**src/rtl/access_pkg.sv**
```systemverilog
// Shared types and constants for the access-code keypad front-end.
package access_pkg;

  typedef enum logic [2:0] {
    S_IDLE,
    S_ENTRY,
    S_CHECK,
    S_GRANT,
    S_DENY,
    S_LOCKOUT
  } state_e;

  localparam int CODE_W          = 8;
  localparam int DIGIT_W         = 4;
  localparam int ACC_W           = 7;
  localparam int MAX_DIGIT       = 9;
  localparam int DIGITS_PER_CODE = 2;

  function automatic logic digit_ok(input logic [DIGIT_W-1:0] d);
    return d <= DIGIT_W'(MAX_DIGIT);
  endfunction

endpackage

```
**src/rtl/cycle_timer.sv**
```systemverilog
// Reloadable down-counter shared by every timed phase of the keypad FSM.
module cycle_timer #(
  parameter int W = 8
) (
  input  logic         clk,
  input  logic         rst,
  input  logic         load_i,
  input  logic [W-1:0] load_val_i,
  input  logic         count_i,
  output logic         done_o
);

  logic [W-1:0] cnt_q, cnt_d;

  // Load wins over counting; the counter parks at zero.
  always_comb begin
    cnt_d = cnt_q;
    if (load_i)
      cnt_d = load_val_i;
    else if (count_i && (cnt_q != '0))
      cnt_d = cnt_q - W'(1);
  end

  always_ff @(posedge clk or posedge rst) begin
    if (rst)
      cnt_q <= '0;
    else
      cnt_q <= cnt_d;
  end

  assign done_o = (cnt_q == '0);

endmodule

```
**src/rtl/access_code_entry.sv**
```systemverilog
// Keypad front-end: builds a two-digit code, submits it to the comparator,
// then drives grant/deny, counts consecutive failures and enforces lockout.
module access_code_entry
  import access_pkg::*;
#(
  parameter int GRANT_CYCLES  = 8,
  parameter int DENY_CYCLES   = 4,
  parameter int MAX_FAILS     = 3,
  parameter int LOCK_CYCLES   = 64,
  parameter int ENTRY_TIMEOUT = 256
) (
  input  logic              clk,
  input  logic              rst,
  input  logic              key_valid,
  input  logic [DIGIT_W-1:0] key_digit,
  input  logic              key_clear,
  input  logic              key_enter,
  input  logic              match_in,
  output logic [CODE_W-1:0] code_out,
  output logic              code_valid,
  output logic              access_grant,
  output logic              access_deny,
  output logic              lockout,
  output logic              alarm_pulse,
  output logic [2:0]        fail_cnt
);

  function automatic int max2(input int a, input int b);
    return (a > b) ? a : b;
  endfunction

  localparam int TMAX = max2(max2(GRANT_CYCLES, DENY_CYCLES),
                             max2(LOCK_CYCLES, ENTRY_TIMEOUT));
  localparam int TW   = $clog2(TMAX + 1);

  localparam logic [TW-1:0] GRANT_LOAD = TW'(GRANT_CYCLES - 1);
  localparam logic [TW-1:0] DENY_LOAD  = TW'(DENY_CYCLES - 1);
  localparam logic [TW-1:0] LOCK_LOAD  = TW'(LOCK_CYCLES - 1);
  localparam logic [TW-1:0] ENTRY_LOAD = TW'(ENTRY_TIMEOUT - 1);

  state_e            state_q, state_d;
  logic [ACC_W-1:0]  acc_q, acc_d;
  logic [1:0]        cnt_q, cnt_d;
  logic [CODE_W-1:0] code_q, code_d;
  logic [2:0]        fail_q, fail_d;
  logic              alarm_q, alarm_d;

  logic          tmr_load, tmr_count, tmr_done;
  logic [TW-1:0] tmr_val;

  cycle_timer #(.W(TW)) u_timer (
    .clk        (clk),
    .rst        (rst),
    .load_i     (tmr_load),
    .load_val_i (tmr_val),
    .count_i    (tmr_count),
    .done_o     (tmr_done)
  );

  // Strobe priority in ENTRY is clear > enter > digit; any digit strobe
  // counts as keypad activity and restarts the abandonment timeout.
  always_comb begin
    state_d   = state_q;
    acc_d     = acc_q;
    cnt_d     = cnt_q;
    code_d    = code_q;
    fail_d    = fail_q;
    alarm_d   = 1'b0;
    tmr_load  = 1'b0;
    tmr_val   = '0;
    tmr_count = 1'b0;

    unique case (state_q)
      S_IDLE: begin
        if (key_valid && digit_ok(key_digit)) begin
          acc_d    = ACC_W'(key_digit);
          cnt_d    = 2'd1;
          state_d  = S_ENTRY;
          tmr_load = 1'b1;
          tmr_val  = ENTRY_LOAD;
        end
      end
      S_ENTRY: begin
        tmr_count = 1'b1;
        if (key_clear) begin
          acc_d   = '0;
          cnt_d   = '0;
          state_d = S_IDLE;
        end else if (key_enter) begin
          code_d  = CODE_W'(acc_q);
          acc_d   = '0;
          cnt_d   = '0;
          state_d = S_CHECK;
        end else if (key_valid) begin
          tmr_load = 1'b1;
          tmr_val  = ENTRY_LOAD;
          if (digit_ok(key_digit) && (cnt_q < 2'(DIGITS_PER_CODE))) begin
            acc_d = acc_q * ACC_W'(10) + ACC_W'(key_digit);
            cnt_d = cnt_q + 2'd1;
          end
        end else if (tmr_done) begin
          acc_d   = '0;
          cnt_d   = '0;
          state_d = S_IDLE;
        end
      end
      S_CHECK: begin
        tmr_load = 1'b1;
        if (match_in) begin
          fail_d  = '0;
          state_d = S_GRANT;
          tmr_val = GRANT_LOAD;
        end else begin
          fail_d = fail_q + 3'd1;
          if (fail_d == 3'(MAX_FAILS)) begin
            alarm_d = 1'b1;
            state_d = S_LOCKOUT;
            tmr_val = LOCK_LOAD;
          end else begin
            state_d = S_DENY;
            tmr_val = DENY_LOAD;
          end
        end
      end
      S_GRANT, S_DENY: begin
        tmr_count = 1'b1;
        if (tmr_done)
          state_d = S_IDLE;
      end
      S_LOCKOUT: begin
        tmr_count = 1'b1;
        if (tmr_done) begin
          fail_d  = '0;
          state_d = S_IDLE;
        end
      end
      default: state_d = S_IDLE;
    endcase
  end

  always_ff @(posedge clk or posedge rst) begin
    if (rst) begin
      state_q <= S_IDLE;
      acc_q   <= '0;
      cnt_q   <= '0;
      code_q  <= '0;
      fail_q  <= '0;
      alarm_q <= 1'b0;
    end else begin
      state_q <= state_d;
      acc_q   <= acc_d;
      cnt_q   <= cnt_d;
      code_q  <= code_d;
      fail_q  <= fail_d;
      alarm_q <= alarm_d;
    end
  end

  assign code_out     = code_q;
  assign code_valid   = (state_q == S_CHECK);
  assign access_grant = (state_q == S_GRANT);
  assign access_deny  = (state_q == S_DENY);
  assign lockout      = (state_q == S_LOCKOUT);
  assign alarm_pulse  = alarm_q;
  assign fail_cnt     = fail_q;

endmodule

```
**config.mk**
```make
export PLATFORM = sky130hd
export DESIGN_NAME = access_code_entry
export DESIGN_NICKNAME = d
export VERILOG_FILES = /design/src/rtl/access_pkg.sv /design/src/rtl/cycle_timer.sv /design/src/rtl/access_code_entry.sv
export SDC_FILE = /design/constraint.sdc
export NUM_CORES = 1
export LEC_CHECK = 0
export ABC_CLOCK_PERIOD_IN_PS = 2400
export CORE_MARGIN = 3
export CORE_UTILIZATION = 35
export DETAILED_ROUTE_END_ITERATION = 8
export GPL_TIMING_DRIVEN = 1
export PLACE_DENSITY = 0.55
export REMOVE_ABC_BUFFERS = 1
export SYNTH_ARGS = -nofsm -noshare
export SYNTH_HDL_FRONTEND = slang
export SYNTH_SLANG_ARGS = --single-unit
```
**constraint.sdc**
```tcl
create_clock -name clk -period 2.4 [get_ports clk]
set_input_delay 0.24 -clock clk [delete_from_list [all_inputs] [get_ports clk]]
set_output_delay 0.24 -clock clk [all_outputs]
set_load 0.01 [all_outputs]
```
==> metrics.txt, run 1 <==
layout cells sized above 1 between 10% and 20%; Crit path arrival time 2.48 ns; CP Cell Sequence ha_1, ha_1, inv_1, fa_2, nand2b_1, or3_1, a21oi_1, mux2_2; Worst-Skew Late Latency 0.28 ns; vias in the first global route 1,556; CTS tree built; mux contribution to synthesized area 9.11%; status finished, final reports clean; final hold violations 0; CP startpoint acc_q[1]; post-synthesis adder-cell area fraction a little under a tenth; leading cell types by total area after synthesis dfrtp_1 (41%), mux2_2 (7.6%), ha_1 (7.1%); Setup CP Type register to register; Die X 80.4 microns; post-route minimum period 2.26 ns; fraction of the mapped netlist area in compound gates 14.0%; Post-DP HPWL 3.17 mm; synthesized area 1940 sq um; Synth top area share 41.3%; gr usage total 14.7%; final setup vio count 0; FFs w/ async S/R, synth 100%; Die Ht 80.4 microns; max incr delay on CP 0.44 ns; num rows 26; Critical R2R Capture acc_q[6]; Placement Cell Area between 2000 and 2500 sq um; number of synthesized flops with an enable pin 0; post-synth top area cell dfrtp_1; crit path capture type register; Yosys reg bits 32; Rel. slew slack roughly 55%; Critical Path RT about 2.6 ns; Root Buffer clkbuf_8; Setup crit end acc_q[6]; Core Region 5240 sq um; Max Slew Vio Count 0; CP max FO 4; max-cap viol count 0; CP Depth 8; Worst path most repeated cell ha_1; largest family of logic cells by synthesized area simple AND/OR/NAND/NOR gates; Final Wtd Congestion 0.763; Synth Area in XOR/XNOR 4.52%; largest net degree at the start of global routing 33; via count between 1,500 and 2,000; Mean Syn Cell Area 9.83 sq um; Max H-tree Level 2; I/O Buffers 24; Max Clock Freq 442 MHz; CP Buf/Inv Count 1; clock skew ~0.0048 ns; DR pass1 iterations 4; n_diodes 0; Slew @ Worst Pin 0.671 ns; Initial Utilization 37.0%; Clock Sinks 32; Syn. warnings 0; Critical-path top delay cell fa_2; Seq/Total Area, Yosys around 41%; peak supply drop between 300 and 400 uV; Sum Neg Setup Slack 0 ns; cts bufs inserted 5; die area 6460 sq um; vias per inst 4.99; commonest register cell after synthesis dfrtp_1; Final ANT Viol Nets 0; worst reg2reg path depth 8; final period utilization 94.3%; Distinct cells, synth 43; Remaining DRCs 0; antenna violations before repair 0; startpoint types register; CTS clk-pin slew, worst paths 0.07 ns; Area Growth Syn to Fin 24.7%; CTS max path bufs 2; FILL cells 527; RR Startpoint acc_q[1]; CP delay by family, top adder cells; grt ovf 0; CTS Hold Buffers Added 0; post-route cell area 2420 sq um; final WL 4.25 mm; worst hold-check path type primary input to asynchronous set/reset pin; nets roughly 260; simple-gate share of the synthesized area 18.2%; first-pass GRT wire length 7.37 mm; Avg WL per Cell 13.9 microns; R2R setup slack ~0.14 ns; Leak 1.08 nW; Power Dens Cells 412 nW/um^2; io pins 26; unrepaired setup endpoints after global routing no; first-iteration detailed-routing DRC count 68; Cells after Synth 197
logic make-up (layout without fill, tap and decap cells):
group                    after synthesis  count (layout)
AND/OR/NAND/NOR                       68              68
AO/OA/AOI/OAI                         42              42
flip-flops                            32              32
multiplexers                          16              16
buffers and inverters                 15              54
adder cells (fa/ha/maj)               13              13
XOR/XNOR                              10              10
other                                  1               1
metrics by stage:
stage	instances	hold WS (ns)	power, mW	utilization, %	worst slack [ns]
after global placement	297	0.488	0.617	44.1	0.169
after global routing	306	0.399	1.05	46.1	0.0219
final	306	0.347	0.996	46.1	0.137
after floorplan	193	0.356	0.582	-	0.234
after detailed placement	297	0.490	0.617	44.1	0.0832
after CTS	304	0.365	1.01	45.6	0.0256
power by group:
group | internal (mW) | switching, mW
logic | 0.0301 | 0.0325
registers | 0.541 | 0.00171
clock network | 0.197 | 0.194
cells in the final DEF (no fill, tap or decap), types with 2 or more instances in the layout:
cell / n
inv_1: 10
mux2i_1: 3
a21o_1: 3
clkbuf_8: 5
nor2_1: 15
nand4_1: 5
clkdlybuf4s50_1: 24
ha_1: 11
a21oi_1: 8
o31ai_1: 3
dfrtp_1: 31
and3_1: 3
nor3b_1: 3
xor2_1: 4
xnor2_1: 5
nor2b_1: 2
nor3_1: 6
o211ai_1: 2
o21ai_0: 18
mux2_2: 13
nand2_1: 17
buf_4: 12
a22o_1: 2
and2_1: 2
or3_1: 2
nand2b_1: 5
nand3_1: 2
sequential cells by signal (all words and copies together), names as in the netlist:
name	count
u_timer.cnt_q	9
code_out	7
fail_cnt	3
cnt_q	2
alarm_pulse	1
state_q	3
acc_q	7
per-layer routing:
metal | track usage, % | wire [microns]
met3 | 3.36 | 139
met2 | 24.6 | 2040
met1 | 19.2 | 2030
met4 | 3.55 | 34
met5 | 0 | 0
synth_stat cells, drive strengths merged (4+ instances only):
library cell,n
mux2,13
dfrtp,32
nand2,17
inv,10
nor3,6
ha,11
nor2,15
nand4,5
o21ai,18
o31ai,4
nand2b,5
xnor2,6
a21oi,8
xor2,4
worst register-to-register path: stages, from the launching register on:
cell,delay (ns)
dfrtp_2,0.43
ha_1,0.30
ha_1,0.19
inv_1,0.06
fa_2,0.44
nand2b_1,0.16
or3_1,0.30
a21oi_1,0.16
mux2_2,0.16
repair_timing:
item | CTS | global route
setup endpoints to repair | 0 | 1
setup buffers | 0 | 2
resized for setup | 0 | 3
final cells by class:
cell class / instances / area (sq um) / share of cell area (%)
multi-input cells: 150 / 1080 / 44.6
flip-flops and latches: 32 / 802 / 33.2
clock inverters: 1 / 5.00 / 0.207
inverters: 11 / 41.3 / 1.71
clock buffers: 6 / 72.6 / 3.00
well taps: 70 / 87.6 / 3.63
repair buffers: 36 / 330 / 13.7
worst min path at each step:
stage | from | to | slack [ns]
final | rst | acc_q[3] | 0.35
after global routing | rst | code_out[6] | 0.40
after CTS | rst | alarm_pulse | 0.37
after detailed placement | code_out[0] | code_out[0] | 0.49
after global placement | code_out[3] | code_out[3] | 0.49
after floorplan | rst | acc_q[0] | 0.36
(Power assumes the default switching activity.)
==> inputs of run 2 (changes only) <==
--- a/config.mk
+++ b/config.mk
@@ -6,6 +6,7 @@
 export NUM_CORES = 1
 export LEC_CHECK = 0
 export ABC_CLOCK_PERIOD_IN_PS = 2400
+export CORE_ASPECT_RATIO = 1.5
 export CORE_MARGIN = 3
 export CORE_UTILIZATION = 35
 export DETAILED_ROUTE_END_ITERATION = 8
==> metrics.txt, run 2 (same netlist as run 1, synthesis figures left out) <==
status finished, final reports clean; Final Power 1.13 mW (+14%); Detail Route met3 WL 115 microns (-17%); Avg WL per Cell 13.9 microns (about the same); cts bufs inserted 5 (unchanged); Area Growth Syn to Fin 27.6%; vias in the first global route 1,634 (+5.0%); Die Ht 97.1 microns (+21%); met2 wire length 2.28 mm (+12%); Placement Cell Area 2330 sq um (+0.87%); setup ws final 0.145 ns (+0.00756 ns); most frequent cells in the layout dfrtp_1 (30), clkdlybuf4s50_1 (24), o21ai_0 (18), nand2_1 (17); pre-CTS WS 0.123 ns (+0.0396 ns); most common cell after layout, fill and taps aside dfrtp_1; antenna violations before repair 0 (unchanged); CP max FO 5 (+1); final WL 4.27 mm (+0.64%); Die X 66.7 microns (-17%); Crit path arrival time 2.49 ns (about the same); final period utilization 94.0% (-0.31 points); layout cells sized above 1 18.3% (+2.2 points); CP startpoint acc_q[1]; FILL cells 507 (-3.8%); gr usage total 15.0% (+0.25 points); vias per inst 5.07 (+1.7%); largest reg by FF count u_timer.cnt_q; max reg flops 9 (unchanged); Power Dens Cells 458 nW/um^2 (+11%); I/O Buffers 24 (unchanged); Max H-tree Level 2 (unchanged); CTS max path bufs 2 (unchanged); post-route cell area 2470 sq um (+2.3%); n_diodes 0 (unchanged); Fin Hold WS 0.332 ns (-0.0150 ns); post-route insts no fill 308 (+0.65%); worst hold-check path type primary input to asynchronous set/reset pin; nets 262 (+1.2%); Leak 1.10 nW (+2.4%); startpoint types register; first-pass GRT wire length 7.56 mm (+2.6%); Sum Neg Setup Slack 0 ns (unchanged); DR pass1 iterations 4 (unchanged); unrepaired setup endpoints after global routing no; final setup vio count 0 (unchanged); Max Clock Freq 443 MHz (+0.33%); Final Wtd Congestion 0.781 (+2.3%); Worst-Skew Late Latency 0.29 ns (about the same); Post-DP HPWL 3.28 mm (+3.7%); final hold violations 0 (unchanged); CTS clk-pin slew, worst paths 0.07 ns (about the same); Core Region 5250 sq um (+0.14%); Clock Sinks 32 (unchanged); via count 1,563 (+2.4%); placed cells 298 (+0.34%); Max Slew Vio Count 0 (unchanged); post-route minimum period 2.26 ns (-0.00756 ns); Setup CP Type register to register; max-cap viol count 0 (unchanged); Critical Path RT 2.63 ns (about the same); Routed met1 length 1.80 mm (-11%); io pins 26 (unchanged); num rows 32 (+23%); Max Used Layer met4; final core occ 47.1% (+0.98 points); peak supply drop 397 uV (+25%); grt ovf 0 (unchanged); die area 6480 sq um (+0.29%); clock skew 0.00433 ns (-0.000515 ns); RR Startpoint acc_q[1]; CTS tree built; Root Buffer clkbuf_8; crit path capture type register; first-iteration detailed-routing DRC count 67 (-1.5%); Final ANT Viol Nets 0 (unchanged); largest net degree at the start of global routing 33 (unchanged); Remaining DRCs 0 (unchanged); Initial Utilization 36.9% (-0.053 points)
==> run 2: routing by layer <==
| metal | global-route usage (%) | up-vias |
|---|---|---|
| li1 | - | 783 |
| met5 | 0 | - |
| met3 | 3.36 | 5 |
| met1 | 17.9 | 755 |
| met2 | 25.5 | 20 |
| met4 | 5.63 | 0 |
==> run 2: worst paths after layout <==
path | endpoint | slack [ns] | cells past startpoint
max in group asynchronous | acc_q[1] | 1.73 | 3
setup / recovery | acc_q[6] | 0.14 | 8
min in group clk | code_out[0] | 0.48 | 2
setup reg to reg | acc_q[6] | 0.14 | 8
hold / removal | fail_cnt[1] | 0.33 | 3
hold reg to reg | code_out[0] | 0.48 | 2
==> run 2: final cells by class <==
type	instances	area, sq um	share of cell area [%]
multi-input combinational	150	1080	43.6
sequential	32	803	32.5
timing repair buffer	39	353	14.3
tap	68	85.1	3.44
clock buffer	5	68.8	2.78
clock inverter	3	42.5	1.72
inverter	11	41.3	1.67
==> run 2: worst max-delay path: stages (launching register included) <==
cell      delay (ns)
dfrtp_2         0.44
ha_1            0.30
ha_1            0.19
inv_1           0.06
fa_2            0.45
nand2b_1        0.17
or3_1           0.31
a21oi_1         0.14
mux2_2          0.15
==> run 2: timing repair <==
item,in CTS,in global routing
hold buffers,0,0
setup endpoints to repair,0,1
resized for setup,0,4
buffers inserted,0,2
==> run 2: power by group <==
part | leakage, nW | internal, mW | switching [mW]
Clock | 0.0541 | 0.307 | 0.217
Combinational | 0.652 | 0.0319 | 0.0337
Sequential | 0.395 | 0.540 | 0.00175
Total | 1.10 | 0.879 | 0.252
==> inputs of run 3 (changes only) <==
--- a/config.mk
+++ b/config.mk
@@ -6,11 +6,11 @@
 export NUM_CORES = 1
 export LEC_CHECK = 0
 export ABC_CLOCK_PERIOD_IN_PS = 2400
-export CORE_ASPECT_RATIO = 1.5
 export CORE_MARGIN = 3
 export CORE_UTILIZATION = 35
 export DETAILED_ROUTE_END_ITERATION = 8
 export GPL_TIMING_DRIVEN = 1
+export HOLD_SLACK_MARGIN = 0.03
 export PLACE_DENSITY = 0.55
 export REMOVE_ABC_BUFFERS = 1
 export SYNTH_ARGS = -nofsm -noshare
==> results of run 3 <==
Final layout, timing and power as in run 1 (identical DEF).
==> variant 1 (settings of run 3) <==
Encoding of `state_e`: now one-hot (6 bits for 6 states).
--- a/src/rtl/access_pkg.sv
+++ b/src/rtl/access_pkg.sv
@@ -1,13 +1,13 @@
 // Shared types and constants for the access-code keypad front-end.
 package access_pkg;
 
-  typedef enum logic [2:0] {
-    S_IDLE,
-    S_ENTRY,
-    S_CHECK,
-    S_GRANT,
-    S_DENY,
-    S_LOCKOUT
+  typedef enum logic [5:0] {
+    S_IDLE    = 6'b000001,
+    S_ENTRY   = 6'b000010,
+    S_CHECK   = 6'b000100,
+    S_GRANT   = 6'b001000,
+    S_DENY    = 6'b010000,
+    S_LOCKOUT = 6'b100000
   } state_e;
 
   localparam int CODE_W          = 8;
Formal check against the unedited RTL: no difference found for any inputs over 4 cycles, from zero or initial values and one cycle with rst high; so few cycles prove little.
==> variant 1 against run 3 <==
- core utilization rose by 0.070 points
- critical endpoint is now code_valid
- first-iteration DRC count is 4.4% lower
- highest routed layer unchanged
- wire length is 20% higher
- design area rose by 15%
- cell count rose by 12%
- global-route usage about the same
- setup slack lost 34 ps
- sequential share of layout area decreased by 1.7 points
- register-to-register slack improved by 20 ps
- area after synthesis is 14% higher
- via count is 18% higher
- sequential cell count increased by 3
Power is not compared: it rests on default switching activity, and its combinational part moved more than twofold at a synthesized area within 25%.
==> variant 1: results (changes against run 3) <==
metric	value	unit	change
pin count of the biggest net entering global routing	36		+9.1%
multi-input gates	164		+9.3%
Fillers	578		+9.7%
Worst Hold Slack	354	ps	+6.22 ps
Yosys cell types	55		+28%
sequential cell area share	31.5	%	-1.7 points
Detail Placement HPWL	3750	um	+18%
R2R depth	7		-1
via/cell ratio	5.27		+5.6%
slowest CP cell	clkdlybuf4s50_1		
XOR/XNOR share of the synthesized area	5.16	%	+0.64 points
GRT met3 Usage	3.40	%	+0.035 points
num sequential	35		+9.4%
most frequent cells after synthesis	dfrtp_1 (34), o21ai_0 (16), nand2_1 (14)		
Slew HR	63.6	%	+8.4 points
Final non-clock buffer share	15.1	%	+1.4 points
area grow syn2layout	26.3	%	
crit path to	code_valid		
Post-Synth Adder-Cell Area	8.06	%	-1.1 points
Resized Gates After CTS	3		+3
reg-to-reg endpoint	acc_q[2]$_DFFE_PP0P_		
launch point of the worst path	state_q[3]$_DFFE_PP0P_		
first-pass GRT wire length	8450	um	+15%
vias in the first global route	1725		+11%
Final Net Count	290		+12%
run status	completed		
WP data arrival	2060	ps	-420 ps
Buffers, non-clock	48		+33%
==> variant 1: cell count changes in the layout (fill, tap and decap cells not counted), sizes merged, moves of 3 or more <==
cell,before,now
buf,12,24
a21o,3,7
xnor2,6,9
nand3,2,6
mux2i,3,0
nor2,15,11
or2,0,4
nand2,17,14
o22ai,0,3
or4,0,4
and3,3,0
inv,10,13
==> variant 1: power groups by stage <==
stage          registers, W  clock network (W)  logic (W)
2_1_floorplan      0.000865                  0   0.000770
3_3_place_gp       0.000892                  0    0.00111
3_5_place_dp       0.000888                  0    0.00112
4_1_cts            0.000879           0.000570    0.00113
5_1_grt            0.000908           0.000605    0.00125
6_report           0.000879           0.000563    0.00113
==> variant 1: per-layer routing <==
metal | share of wire, % | vias to the layer above | wire, um
met4 | 1.5 | 0 | 74
met2 | 42 | 41 | 2140
met3 | 4.5 | 7 | 228
li1 | - | 893 | -
met1 | 52 | 866 | 2630
met5 | 0 | - | 0
==> variant 2 (config.mk and constraints of run 3) <==
Without the edit above. `CODE_W`: 8 -> 10.
--- a/src/rtl/access_pkg.sv
+++ b/src/rtl/access_pkg.sv
@@ -10,7 +10,7 @@
     S_LOCKOUT
   } state_e;
 
-  localparam int CODE_W          = 8;
+  localparam int CODE_W          = 10;
   localparam int DIGIT_W         = 4;
   localparam int ACC_W           = 7;
   localparam int MAX_DIGIT       = 9;
Interface: changed (resized code_out); port bits go from 26 to 28. No check against the original RTL was run, so the function may have changed too.
==> variant 2 against run 3 <==
- area after synthesis grew 0.78%
- cell count is the same
- setup slack got worse by 23 ps
- clock skew fell by 2.9 ps
- combinational power grew 3%
- wire length fell by 0.49%
- total power increased by 14%
- design area up 0.67%
- sequential cell count unchanged
- critical path type unchanged
- critical endpoint unchanged
- highest routed layer unchanged
==> variant 2: results (changes against run 3) <==
metric	value	unit	change
run status	completed		
vias	1524		-0.20%
mean routed wirelength per cell	13.8	um	-0.49%
max reg flops	9		unchanged
DRT iter0 DRCs	57		-16%
share of layout cells above drive strength 1	15.3	%	-0.85 points
Final Wtd Congestion	0.811		+6.2%
Slew @ Worst Pin	705	ps	+33.2 ps
CP max FO	5		+1
Fillers	511		-3.0%
Final Net Count	258		-0.39%
Largest Register	u_timer.cnt_q		
most frequent cells after synthesis	dfrtp_1 (32), o21ai_0 (18), nand2_1 (17)		
async set-reset flop share out of synthesis	100	%	unchanged
post-synthesis sequential area ratio	41.0	%	-0.32 points
Detail Placement HPWL	3130	um	-1.2%
slowest CP cell	dfrtp_2		
clk_skew	1.98	ps	-2.87 ps
synth top area cells	dfrtp_1 (41%), mux2_2 (7.5%), ha_1 (7.1%)		
VDD IR-drop max	453	uV	+43%
leakage	1.08	nW	+0.18%
first-pass GRT wire length	7430	um	+0.84%
vias in the first global route	1551		-0.32%
pwr/cell area	466	nW/um^2	+13%
gr usage total	14.8	%	+0.12 points
pin count of the biggest net entering global routing	33		unchanged
-- variant 2: cell type report --
type | count | area share [%]
clock buffer | 5 | 2.83
multi-input combinational | 152 | 44.5
inverter | 11 | 1.70
timing repair buffer | 33 | 12.7
tap | 70 | 3.60
sequential | 32 | 33.0
clock inverter | 3 | 1.75
-- variant 2: routing by layer --
| metal | up-vias | track usage [%] | share of wire [%] |
|---|---|---|---|
| met1 | 732 | 19.4 | 48 |
| met2 | 24 | 24.7 | 47 |
| met4 | 0 | 3.55 | 0.59 |
| met5 | - | 0 | 0 |
| met3 | 2 | 3.59 | 3.7 |
| li1 | 766 | - | - |
-- variant 2: worst paths after layout --
kind	from	to	slack (ps)	cells past startpoint
max	acc_q[1]$_DFFE_PP0P_	acc_q[6]$_DFFE_PP0P_	110	9
min	rst	u_timer.cnt_q[8]$_DFFE_PP0P_	340	3
max reg2reg	acc_q[1]$_DFFE_PP0P_	acc_q[6]$_DFFE_PP0P_	110	9
min reg2reg	code_out[0]$_DFFE_PP0P_	code_out[0]$_DFFE_PP0P_	490	2
max in group asynchronous	rst	acc_q[1]$_DFFE_PP0P_	1720	3
min in group clk	code_out[0]$_DFFE_PP0P_	code_out[0]$_DFFE_PP0P_	490	2
-- variant 2: stage by stage --
stage	instances	setup slack, ps
2_1_floorplan	195	234
3_3_place_gp	298	161
3_5_place_dp	298	144
4_1_cts	306	121
5_1_grt	306	2.91
6_report	306	114
-- variant 2: timing repair --
item	in CTS	in global routing
hold buffers	0	0
endpoints found under the setup margin	0	1
setup buffers	0	0
gates resized for setup	0	2
-- variant 2: where the power goes --
group / switching, W / total, W / internal, W
logic: 0.0000343 / 0.0000643 / 0.0000300
clock network: 0.000220 / 0.000528 / 0.000307
registers: 0.00000183 / 0.000542 / 0.000540
-- variant 2: cells by family after synthesis --
group	share of synthesized area, %
and+or+nand+nor	18.0
AOI/OAI and AO/OA	13.8
DFF	41.0
buffers and inverters	4.29
muxes	9.04
adders and majority gates	9.10
xor gates and xnor gates	4.49
other	0.192
-- variant 2: tightest hold or removal path, cell delays in order --
cell	delay (ps)
clkdlybuf4s50_1	390
inv_1	50
buf_4	370
